==> src/rtl/lfsr_scan_pkg.sv <==
// Shared widths, state encoding and seed-width helper for the LFSR seed scanner.
// Optional histogram build: LFSR_SCAN_HIST_EN.
package lfsr_scan_pkg;

    localparam int DEF_WIDTH  = 4;
    localparam int DEF_WIDTH2 = 3;
    localparam int DEF_LANES  = 5;

    function automatic int seed_width(input int w, input int w2);
        return 3 * w + 2 * w2;
    endfunction

    localparam int DEF_SEED_W = seed_width(DEF_WIDTH, DEF_WIDTH2);

    typedef enum logic [2:0] {
        IDLE,
        LOAD,
        RUN,
        COUNT,
        EVAL,
        NEXT
    } scan_state_t;

endpackage

==> src/rtl/lfsr_seed_scanner_if.sv <==
// Scanner control/status bundle; slave = scanner side, master = sequencer/sig_gen side.
// Optional histogram read port when LFSR_SCAN_HIST_EN is defined.
interface lfsr_seed_scanner_if
    import lfsr_scan_pkg::*;
#(
    parameter int WIDTH  = DEF_WIDTH,
    parameter int WIDTH2 = DEF_WIDTH2,
    parameter int LANES  = DEF_LANES
);
    localparam int SEED_W = seed_width(WIDTH, WIDTH2);

    logic              start;
    logic              busy;
    logic              done;
    logic              sg_reset;
    logic              sg_enable;
    logic [WIDTH-1:0]  INIT_0;
    logic [WIDTH-1:0]  INIT_1;
    logic [WIDTH-1:0]  INIT_2;
    logic [WIDTH2-1:0] INIT_3;
    logic [WIDTH2-1:0] INIT_4;
    logic [LANES-1:0]  pattern;
    logic              hit;
    logic [LANES:0]    cur_count;
    logic [LANES:0]    best_count;
    logic [SEED_W-1:0] best_seed;
`ifdef LFSR_SCAN_HIST_EN
    logic [LANES-1:0]  hist_addr;
    logic [LANES:0]    hist_data;

    modport slave (
        input  start, pattern, hist_addr,
        output busy, done, sg_reset, sg_enable,
        output INIT_0, INIT_1, INIT_2, INIT_3, INIT_4,
        output hit, cur_count, best_count, best_seed, hist_data
    );
    modport master (
        output start, pattern, hist_addr,
        input  busy, done, sg_reset, sg_enable,
        input  INIT_0, INIT_1, INIT_2, INIT_3, INIT_4,
        input  hit, cur_count, best_count, best_seed, hist_data
    );
`else
    modport slave (
        input  start, pattern,
        output busy, done, sg_reset, sg_enable,
        output INIT_0, INIT_1, INIT_2, INIT_3, INIT_4,
        output hit, cur_count, best_count, best_seed
    );
    modport master (
        output start, pattern,
        input  busy, done, sg_reset, sg_enable,
        input  INIT_0, INIT_1, INIT_2, INIT_3, INIT_4,
        input  hit, cur_count, best_count, best_seed
    );
`endif

endinterface

==> src/rtl/lfsr_seed_scanner_pattern_tracker.sv <==
// Occurrence bitmap + popcount of observed patterns; optional histogram (LFSR_SCAN_HIST_EN).
// Latency: bitmap updates on the sampling edge, popcount and histogram read are combinational.
// Backpressure: none; samples every cycle that sample is high.
module pattern_tracker
    import lfsr_scan_pkg::*;
#(
    parameter int LANES = DEF_LANES
)(
    input  logic             clock,
    input  logic             reset,
    input  logic             clear,
    input  logic             sample,
    input  logic [LANES-1:0] pattern,
`ifdef LFSR_SCAN_HIST_EN
    input  logic [LANES-1:0] hist_addr,
    output logic [LANES:0]   hist_data,
`endif
    output logic [LANES:0]   uniq_count
);
    localparam int DEPTH = 1 << LANES;
    localparam int CW    = LANES + 1;

    logic [DEPTH-1:0] bitmap;

    always_ff @(posedge clock or negedge reset) begin
        if (!reset) begin
            bitmap <= '0;
        end else if (clear) begin
            bitmap <= '0;
        end else if (sample) begin
            bitmap[pattern] <= 1'b1;
        end
    end

    // CW bits hold 2^LANES exactly, so the sum cannot wrap.
    always_comb begin
        uniq_count = '0;
        for (int i = 0; i < DEPTH; i++) begin
            uniq_count = uniq_count + CW'(bitmap[i]);
        end
    end

`ifdef LFSR_SCAN_HIST_EN
    logic [CW-1:0] hist [DEPTH];

    always_ff @(posedge clock or negedge reset) begin
        if (!reset) begin
            for (int i = 0; i < DEPTH; i++) hist[i] <= '0;
        end else if (clear) begin
            for (int i = 0; i < DEPTH; i++) hist[i] <= '0;
        end else if (sample && (hist[pattern] != '1)) begin
            hist[pattern] <= hist[pattern] + CW'(1);
        end
    end

    assign hist_data = hist[hist_addr];
`endif

endmodule

==> src/rtl/lfsr_seed_scanner.sv <==
// Sweeps every sig_gen seed, counts unique lout patterns per seed, tracks the best seed.
// Latency: RUN_CYCLES+4 cycles per seed; histogram port present with LFSR_SCAN_HIST_EN.
// Backpressure: none; start is ignored while busy.
module lfsr_seed_scanner
    import lfsr_scan_pkg::*;
#(
    parameter int     WIDTH      = DEF_WIDTH,
    parameter int     WIDTH2     = DEF_WIDTH2,
    parameter int     LANES      = DEF_LANES,
    parameter int     RUN_CYCLES = 500,
    parameter int     THRESHOLD  = 24,
    parameter longint SEED_LAST  = (longint'(1) << (3 * WIDTH + 2 * WIDTH2)) - 1
)(
    input logic                clock,
    input logic                reset,
    lfsr_seed_scanner_if.slave bus
);
    localparam int                SEED_W   = seed_width(WIDTH, WIDTH2);
    localparam int                CW       = LANES + 1;
    localparam int                RC_W     = $clog2(RUN_CYCLES + 1);
    localparam logic [SEED_W-1:0] SEED_END = SEED_W'(SEED_LAST);
    localparam logic [RC_W-1:0]   RUN_END  = RC_W'(RUN_CYCLES - 1);
    localparam logic [31:0]       THR_U    = THRESHOLD;

    scan_state_t       state;
    logic [SEED_W-1:0] seed;
    logic [RC_W-1:0]   run_cnt;
    logic [CW-1:0]     cur_count;
    logic [CW-1:0]     best_count;
    logic [SEED_W-1:0] best_seed;
    logic              busy;
    logic              done;
    logic              hit;
    logic              sg_reset;
    logic              sg_enable;
    logic [CW-1:0]     pop_count;

    pattern_tracker #(.LANES(LANES)) u_tracker (
        .clock      (clock),
        .reset      (reset),
        .clear      (state == LOAD),
        .sample     (state == RUN),
        .pattern    (bus.pattern),
`ifdef LFSR_SCAN_HIST_EN
        .hist_addr  (bus.hist_addr),
        .hist_data  (bus.hist_data),
`endif
        .uniq_count (pop_count)
    );

    always_ff @(posedge clock or negedge reset) begin
        if (!reset) begin
            state      <= IDLE;
            seed       <= '0;
            run_cnt    <= '0;
            cur_count  <= '0;
            best_count <= '0;
            best_seed  <= '0;
            busy       <= 1'b0;
            done       <= 1'b0;
            hit        <= 1'b0;
            sg_reset   <= 1'b1;
            sg_enable  <= 1'b0;
        end else begin
            done <= 1'b0;
            hit  <= 1'b0;
            case (state)
                IDLE: begin
                    if (bus.start) begin
                        state      <= LOAD;
                        seed       <= '0;
                        best_count <= '0;
                        best_seed  <= '0;
                        busy       <= 1'b1;
                        sg_reset   <= 1'b1;
                    end
                end
                LOAD: begin
                    state     <= RUN;
                    run_cnt   <= '0;
                    sg_reset  <= 1'b0;
                    sg_enable <= 1'b1;
                end
                RUN: begin
                    if (run_cnt == RUN_END) begin
                        state     <= COUNT;
                        sg_enable <= 1'b0;
                    end else begin
                        run_cnt <= run_cnt + RC_W'(1);
                    end
                end
                COUNT: begin
                    // hit is judged on the fresh popcount so it lands in EVAL.
                    state     <= EVAL;
                    cur_count <= pop_count;
                    hit       <= (32'(pop_count) >= THR_U);
                end
                EVAL: begin
                    state <= NEXT;
                    if (cur_count > best_count) begin
                        best_count <= cur_count;
                        best_seed  <= seed;
                    end
                    done <= (seed == SEED_END);
                end
                NEXT: begin
                    sg_reset <= 1'b1;
                    if (seed == SEED_END) begin
                        state <= IDLE;
                        busy  <= 1'b0;
                    end else begin
                        state <= LOAD;
                        seed  <= seed + SEED_W'(1);
                    end
                end
                default: begin
                    state     <= IDLE;
                    busy      <= 1'b0;
                    sg_reset  <= 1'b1;
                    sg_enable <= 1'b0;
                end
            endcase
        end
    end

    // Seed index maps MSB-first onto the five lane seeds.
    assign bus.INIT_0     = seed[SEED_W-1 -: WIDTH];
    assign bus.INIT_1     = seed[2*WIDTH2+2*WIDTH-1 -: WIDTH];
    assign bus.INIT_2     = seed[2*WIDTH2+WIDTH-1 -: WIDTH];
    assign bus.INIT_3     = seed[2*WIDTH2-1 -: WIDTH2];
    assign bus.INIT_4     = seed[WIDTH2-1:0];
    assign bus.busy       = busy;
    assign bus.done       = done;
    assign bus.hit        = hit;
    assign bus.sg_reset   = sg_reset;
    assign bus.sg_enable  = sg_enable;
    assign bus.cur_count  = cur_count;
    assign bus.best_count = best_count;
    assign bus.best_seed  = best_seed;

endmodule

==> src/flat_wrapper.sv <==
// flat-port wrapper written by rule: the top's interface ports become plain ports
module lfsr_seed_scanner_flat import lfsr_scan_pkg::*;
#(
    parameter int     WIDTH      = DEF_WIDTH,
    parameter int     WIDTH2     = DEF_WIDTH2,
    parameter int     LANES      = DEF_LANES,
    parameter int     RUN_CYCLES = 500,
    parameter int     THRESHOLD  = 24,
    parameter longint SEED_LAST  = (longint'(1) << (3 * WIDTH + 2 * WIDTH2)) - 1
)
  (clock, reset, bus_start, bus_pattern, bus_busy, bus_done, bus_sg_reset, bus_sg_enable, bus_INIT_0, bus_INIT_1, bus_INIT_2, bus_INIT_3, bus_INIT_4, bus_hit, bus_cur_count, bus_best_count, bus_best_seed);
  lfsr_seed_scanner_if #(.WIDTH(WIDTH), .WIDTH2(WIDTH2), .LANES(LANES)) bus_i ();
  input logic clock;
  input logic reset;
  input wire logic [$bits(bus_i.start)-1:0] bus_start;
  input wire logic [$bits(bus_i.pattern)-1:0] bus_pattern;
  output wire logic [$bits(bus_i.busy)-1:0] bus_busy;
  output wire logic [$bits(bus_i.done)-1:0] bus_done;
  output wire logic [$bits(bus_i.sg_reset)-1:0] bus_sg_reset;
  output wire logic [$bits(bus_i.sg_enable)-1:0] bus_sg_enable;
  output wire logic [$bits(bus_i.INIT_0)-1:0] bus_INIT_0;
  output wire logic [$bits(bus_i.INIT_1)-1:0] bus_INIT_1;
  output wire logic [$bits(bus_i.INIT_2)-1:0] bus_INIT_2;
  output wire logic [$bits(bus_i.INIT_3)-1:0] bus_INIT_3;
  output wire logic [$bits(bus_i.INIT_4)-1:0] bus_INIT_4;
  output wire logic [$bits(bus_i.hit)-1:0] bus_hit;
  output wire logic [$bits(bus_i.cur_count)-1:0] bus_cur_count;
  output wire logic [$bits(bus_i.best_count)-1:0] bus_best_count;
  output wire logic [$bits(bus_i.best_seed)-1:0] bus_best_seed;
  assign bus_i.start = bus_start;
  assign bus_i.pattern = bus_pattern;
  assign bus_busy = bus_i.busy;
  assign bus_done = bus_i.done;
  assign bus_sg_reset = bus_i.sg_reset;
  assign bus_sg_enable = bus_i.sg_enable;
  assign bus_INIT_0 = bus_i.INIT_0;
  assign bus_INIT_1 = bus_i.INIT_1;
  assign bus_INIT_2 = bus_i.INIT_2;
  assign bus_INIT_3 = bus_i.INIT_3;
  assign bus_INIT_4 = bus_i.INIT_4;
  assign bus_hit = bus_i.hit;
  assign bus_cur_count = bus_i.cur_count;
  assign bus_best_count = bus_i.best_count;
  assign bus_best_seed = bus_i.best_seed;
  lfsr_seed_scanner #(.WIDTH(WIDTH), .WIDTH2(WIDTH2), .LANES(LANES), .RUN_CYCLES(RUN_CYCLES), .THRESHOLD(THRESHOLD), .SEED_LAST(SEED_LAST)) u_core (.clock(clock), .reset(reset), .bus(bus_i));
endmodule
==> config.mk <==
export PLATFORM = sky130hd
export DESIGN_NAME = lfsr_seed_scanner_flat
export DESIGN_NICKNAME = d
export VERILOG_FILES = /design/src/rtl/lfsr_scan_pkg.sv /design/src/rtl/lfsr_seed_scanner_if.sv /design/src/rtl/lfsr_seed_scanner_pattern_tracker.sv /design/src/rtl/lfsr_seed_scanner.sv /design/src/flat_wrapper.sv
export SDC_FILE = /design/constraint.sdc
export NUM_CORES = 1
export LEC_CHECK = 0
export CAP_MARGIN = 15
export CORE_MARGIN = 2
export CORE_UTILIZATION = 55
export CTS_CLUSTER_SIZE = 10
export DETAILED_ROUTE_END_ITERATION = 12
export PLACE_DENSITY_LB_ADDON = 0.05
export SKIP_CTS_REPAIR_TIMING = 1
export SYNTH_ARGS = -nofsm -noshare
export SYNTH_HDL_FRONTEND = slang
export SYNTH_SLANG_ARGS = --single-unit
==> constraint.sdc <==
create_clock -name clock -period 5.7 [get_ports clock]
set_input_delay 0.855 -clock clock [delete_from_list [all_inputs] [get_ports clock]]
set_output_delay 0.855 -clock clock [all_outputs]
set_load 0.02 [all_outputs]
==> flow_metrics.tcl <==
set metrics [dict create \
    finalClockSkew_ps 18.47 \
    die-area_um2 10420 \
    fillers 761 \
    yosysTopAreaCell "dfrtp_1" \
    start_util_pct 56.97 \
    drt_wl_total_mm 10.76 \
    synth_seq_area_share_pct 45.92 \
    tns_ps 0 \
    timing.rr.start "u_core.u_tracker.bitmap[0]$_DFFE_PN0N_" \
    synth_area_per_cell_um2 9.849 \
    maxCapViolCount 0 \
    synth_cell_types 58 \
    rows 35 \
    reg2reg_depth 14 \
    insertion_delay_ps 380 \
    cp_top_family "adder cells" \
    die_h_um 102.1 \
    worstHoldPathType "primary input to async pin" \
    path_depth 14 \
    antenna_cells 0 \
    io_pins 61 \
    required_ps 5950 \
    root_buffer "clkbuf_8" \
    place_congestion 0.7895 \
    slew_violations 0 \
    cp_cell_sequence "fa_1 > inv_1 > fa_1 > fa_1 > fa_1 > fa_1 > fa_1 > inv_1 > ha_1 > a21o_1 > a21oi_1 > a211oi_1 > a31oi_1 > o31ai_1" \
    end_kind "flop" \
    syn_to_final_growth_pct 16.16 \
    path_buf_inv 2 \
    power.density_nw_per_um2 563.2 \
    firstDrtPassIters 4 \
    peakVddDrop_uv 867.7 \
    netSwitchingFraction_pct 43.51 \
    ys_warn_count 0 \
    finalInstanceArea_um2 6143 \
    utilization_pct 66.17 \
    htree_levels 3 \
    criticalPathCategory "flop to flop" \
    grt_pass1_vias 3883 \
    setup_viol 0 \
    layout-drive-gt1-share_pct 5.763 \
    drtIter0Drc 202 \
    syn_inst 537 \
    yosysTopAreaCellShare_pct 45.42 \
    nets 632 \
    cp.arrival_ps 5080 \
    synthFlopType "dfrtp_1" \
    antenna_found_initial 0 \
    fmax_mhz 206.7 \
    status "completed" \
    instances_no_fill 719 \
    min_period_ps 4838 \
    cts_tree "yes" \
    via_per_inst 5.403 \
    p_int_w 0.001955 \
    cpPeakStageDelay_ps 600 \
    r2r_slack_ps 860 \
    ys_ff_latch 97 \
    pwr-share-clk_pct 13.3 \
    combPwrFrac_pct 64.5 \
    place_area_um2 5948 \
    final_hold_viol_count 0 \
    core_area_um2 9284 \
    port_buffers 60 \
    dp_cells 703 \
    track_usage_pct 22.51 \
    numCtsBuffers 9 \
    p_seq_share_pct 22.3 \
    clkSlewWorstSetupHoldPaths_ps 100 \
    synth-edff-count 0 \
    wl_per_cell_um 14.97 \
    leakage_nw 2.743 \
    grt_max_degree 62 \
    grt_setup_unrepaired "no" \
    synthTopCellsByArea "dfrtp_1, fa_1, nand2_1" \
    die_w_um 102.1 \
    finalCritPeriodShare_pct 84.88 \
    slowest_stage "fa_1" \
    clk_path_buf_depth 2 \
    synth_nets 584 \
    ant_nets 0 \
    cp_common_cell "fa_1" \
    critPathMaxFanout 4 \
    r2r_end "u_core.bus.hit$_DFF_PN0_" \
    p_switching_w 0.001505 \
    syn_area_um2 5289 \
    async_reset_ff_share_pct 100.0 \
    dp.final_hpwl_mm 7.767 \
    cts_sinks 97 \
    drc_errors 0 \
    vias 3885 \
    worst_pin_slew_ps 1144 \
    grt_overflow_total 0 \
    grt_pass1_wl_mm 18.34 \
    startpoint_type "flop" \
    slew-limit-headroom_pct 23.39 \
]
==> worst max-delay path by stage <==
| stage | start | to |
|---|---|---|
| 6_report | u_core.u_tracker.bitmap[0]$_DFFE_PN0N_ | u_core.bus.hit$_DFF_PN0_ |
| 5_1_grt | u_core.u_tracker.bitmap[0]$_DFFE_PN0N_ | u_core.bus.hit$_DFF_PN0_ |
| 4_1_cts | u_core.u_tracker.bitmap[0]$_DFFE_PN0N_ | u_core.bus.hit$_DFF_PN0_ |
| 3_5_place_dp | u_core.u_tracker.bitmap[0]$_DFFE_PN0N_ | u_core.bus.hit$_DFF_PN0_ |
| 3_3_place_gp | u_core.u_tracker.bitmap[0]$_DFFE_PN0N_ | u_core.bus.hit$_DFF_PN0_ |
| 2_1_floorplan | u_core.u_tracker.bitmap[0]$_DFFE_PN0N_ | u_core.bus.hit$_DFF_PN0_ |
==> synth_stat cells, types with 7 or more instances <==
cell,n
nand3_1,11
nand2_1,98
o21ai_1,20
buf_2,7
nand2b_1,7
a21oi_1,8
nor2_1,31
o21ai_0,34
fa_1,24
nand4_1,8
dfrtp_1,96
clkbuf_1,14
inv_1,46
nor3_1,8
xnor2_1,16
ha_1,15
==> stage by stage <==
step	setup slack [ps]	total power (W)	hold slack, ps
6_report	861.9	0.003460	414.7
5_1_grt	660.8	0.003916	453.0
3_3_place_gp	968.4	0.002915	463.3
2_1_floorplan	1058	0.002606	443.2
3_5_place_dp	848.3	0.003039	474.0
4_1_cts	834.7	0.003508	425.9
==> per-layer routing <==
metal	wire length [um]	global-route usage (%)	part of all wire, %
met1	4843	30.39	45
met2	5343	37.60	50
met3	392	2.531	3.6
met4	184	8.923	1.7
met5	0	0	0
==> power groups by stage <==
stage / registers (W) / logic, W / clock network [W]
global route: 0.000778 / 0.00265 / 0.000491
CTS: 0.000771 / 0.00227 / 0.000464
floorplan: 0.000790 / 0.00182 / 0
global placement: 0.000782 / 0.00213 / 0
detailed placement: 0.000784 / 0.00225 / 0
finish: 0.000771 / 0.00223 / 0.000459
==> kinds of logic (layout without fill, tap and decap cells) <==
kind of cell               count (synthesis)  in the layout  share of synthesized area, %
buffers and inverters                     72            125                         5.796
xor gates and xnor gates                  22             22                         3.643
muxes                                      6              6                         1.136
AOI/OAI and AO/OA                         94             94                         11.10
and+or+nand+nor                          207            207                         19.78
DFF                                       97             97                         45.92
adders and majority gates                 39             39                         12.63
==> final cells by class <==
type	count	area [um^2]	share of cell area, %
clock buffers	10	127.6	2.077
clock inverters	6	67.56	1.100
inverters	46	172.7	2.811
multi-input cells	368	2565	41.75
flip-flops and latches	97	2429	39.53
well taps	129	161.4	2.627
repair buffers	63	620.6	10.10
==> cell usage in the layout (no fill, tap or decap), types with 2 or more instances in the layout <==
cell             count
a211oi_1             2
a21oi_1              8
a22o_1               5
a31oi_1              2
and3_1               5
and3b_1              3
and4_1               4
buf_4                4
clkbuf_8             9
clkdlybuf4s50_1     59
clkinvlp_4           2
dfrtp_1             96
fa_1                24
ha_1                15
inv_1               46
mux2i_1              6
nand2_1             98
nand2b_1             7
nand3_1             11
nand3b_1             3
nand4_1              8
nor2_1              31
nor2b_1              6
nor3_1               8
nor3b_1              4
nor3b_2              2
nor4_1               4
o21ai_0             34
o21ai_1             20
o21bai_1             2
o22ai_1              3
o31ai_1              2
o32ai_1              6
or3b_2               3
xnor2_1             16
xor2_1               6
==> flip-flops by register name, indices dropped and copies added (netlist names) <==
name / flops
u_core.bus.best_count: 6
u_core.bus.best_seed: 18
u_core.bus.busy: 1
u_core.bus.cur_count: 6
u_core.bus.done: 1
u_core.bus.hit: 1
u_core.bus.sg_enable: 1
u_core.bus.sg_reset: 1
u_core.run_cnt: 9
u_core.seed: 18
u_core.state: 3
u_core.u_tracker.bitmap: 32
(Power assumes the default switching activity.)
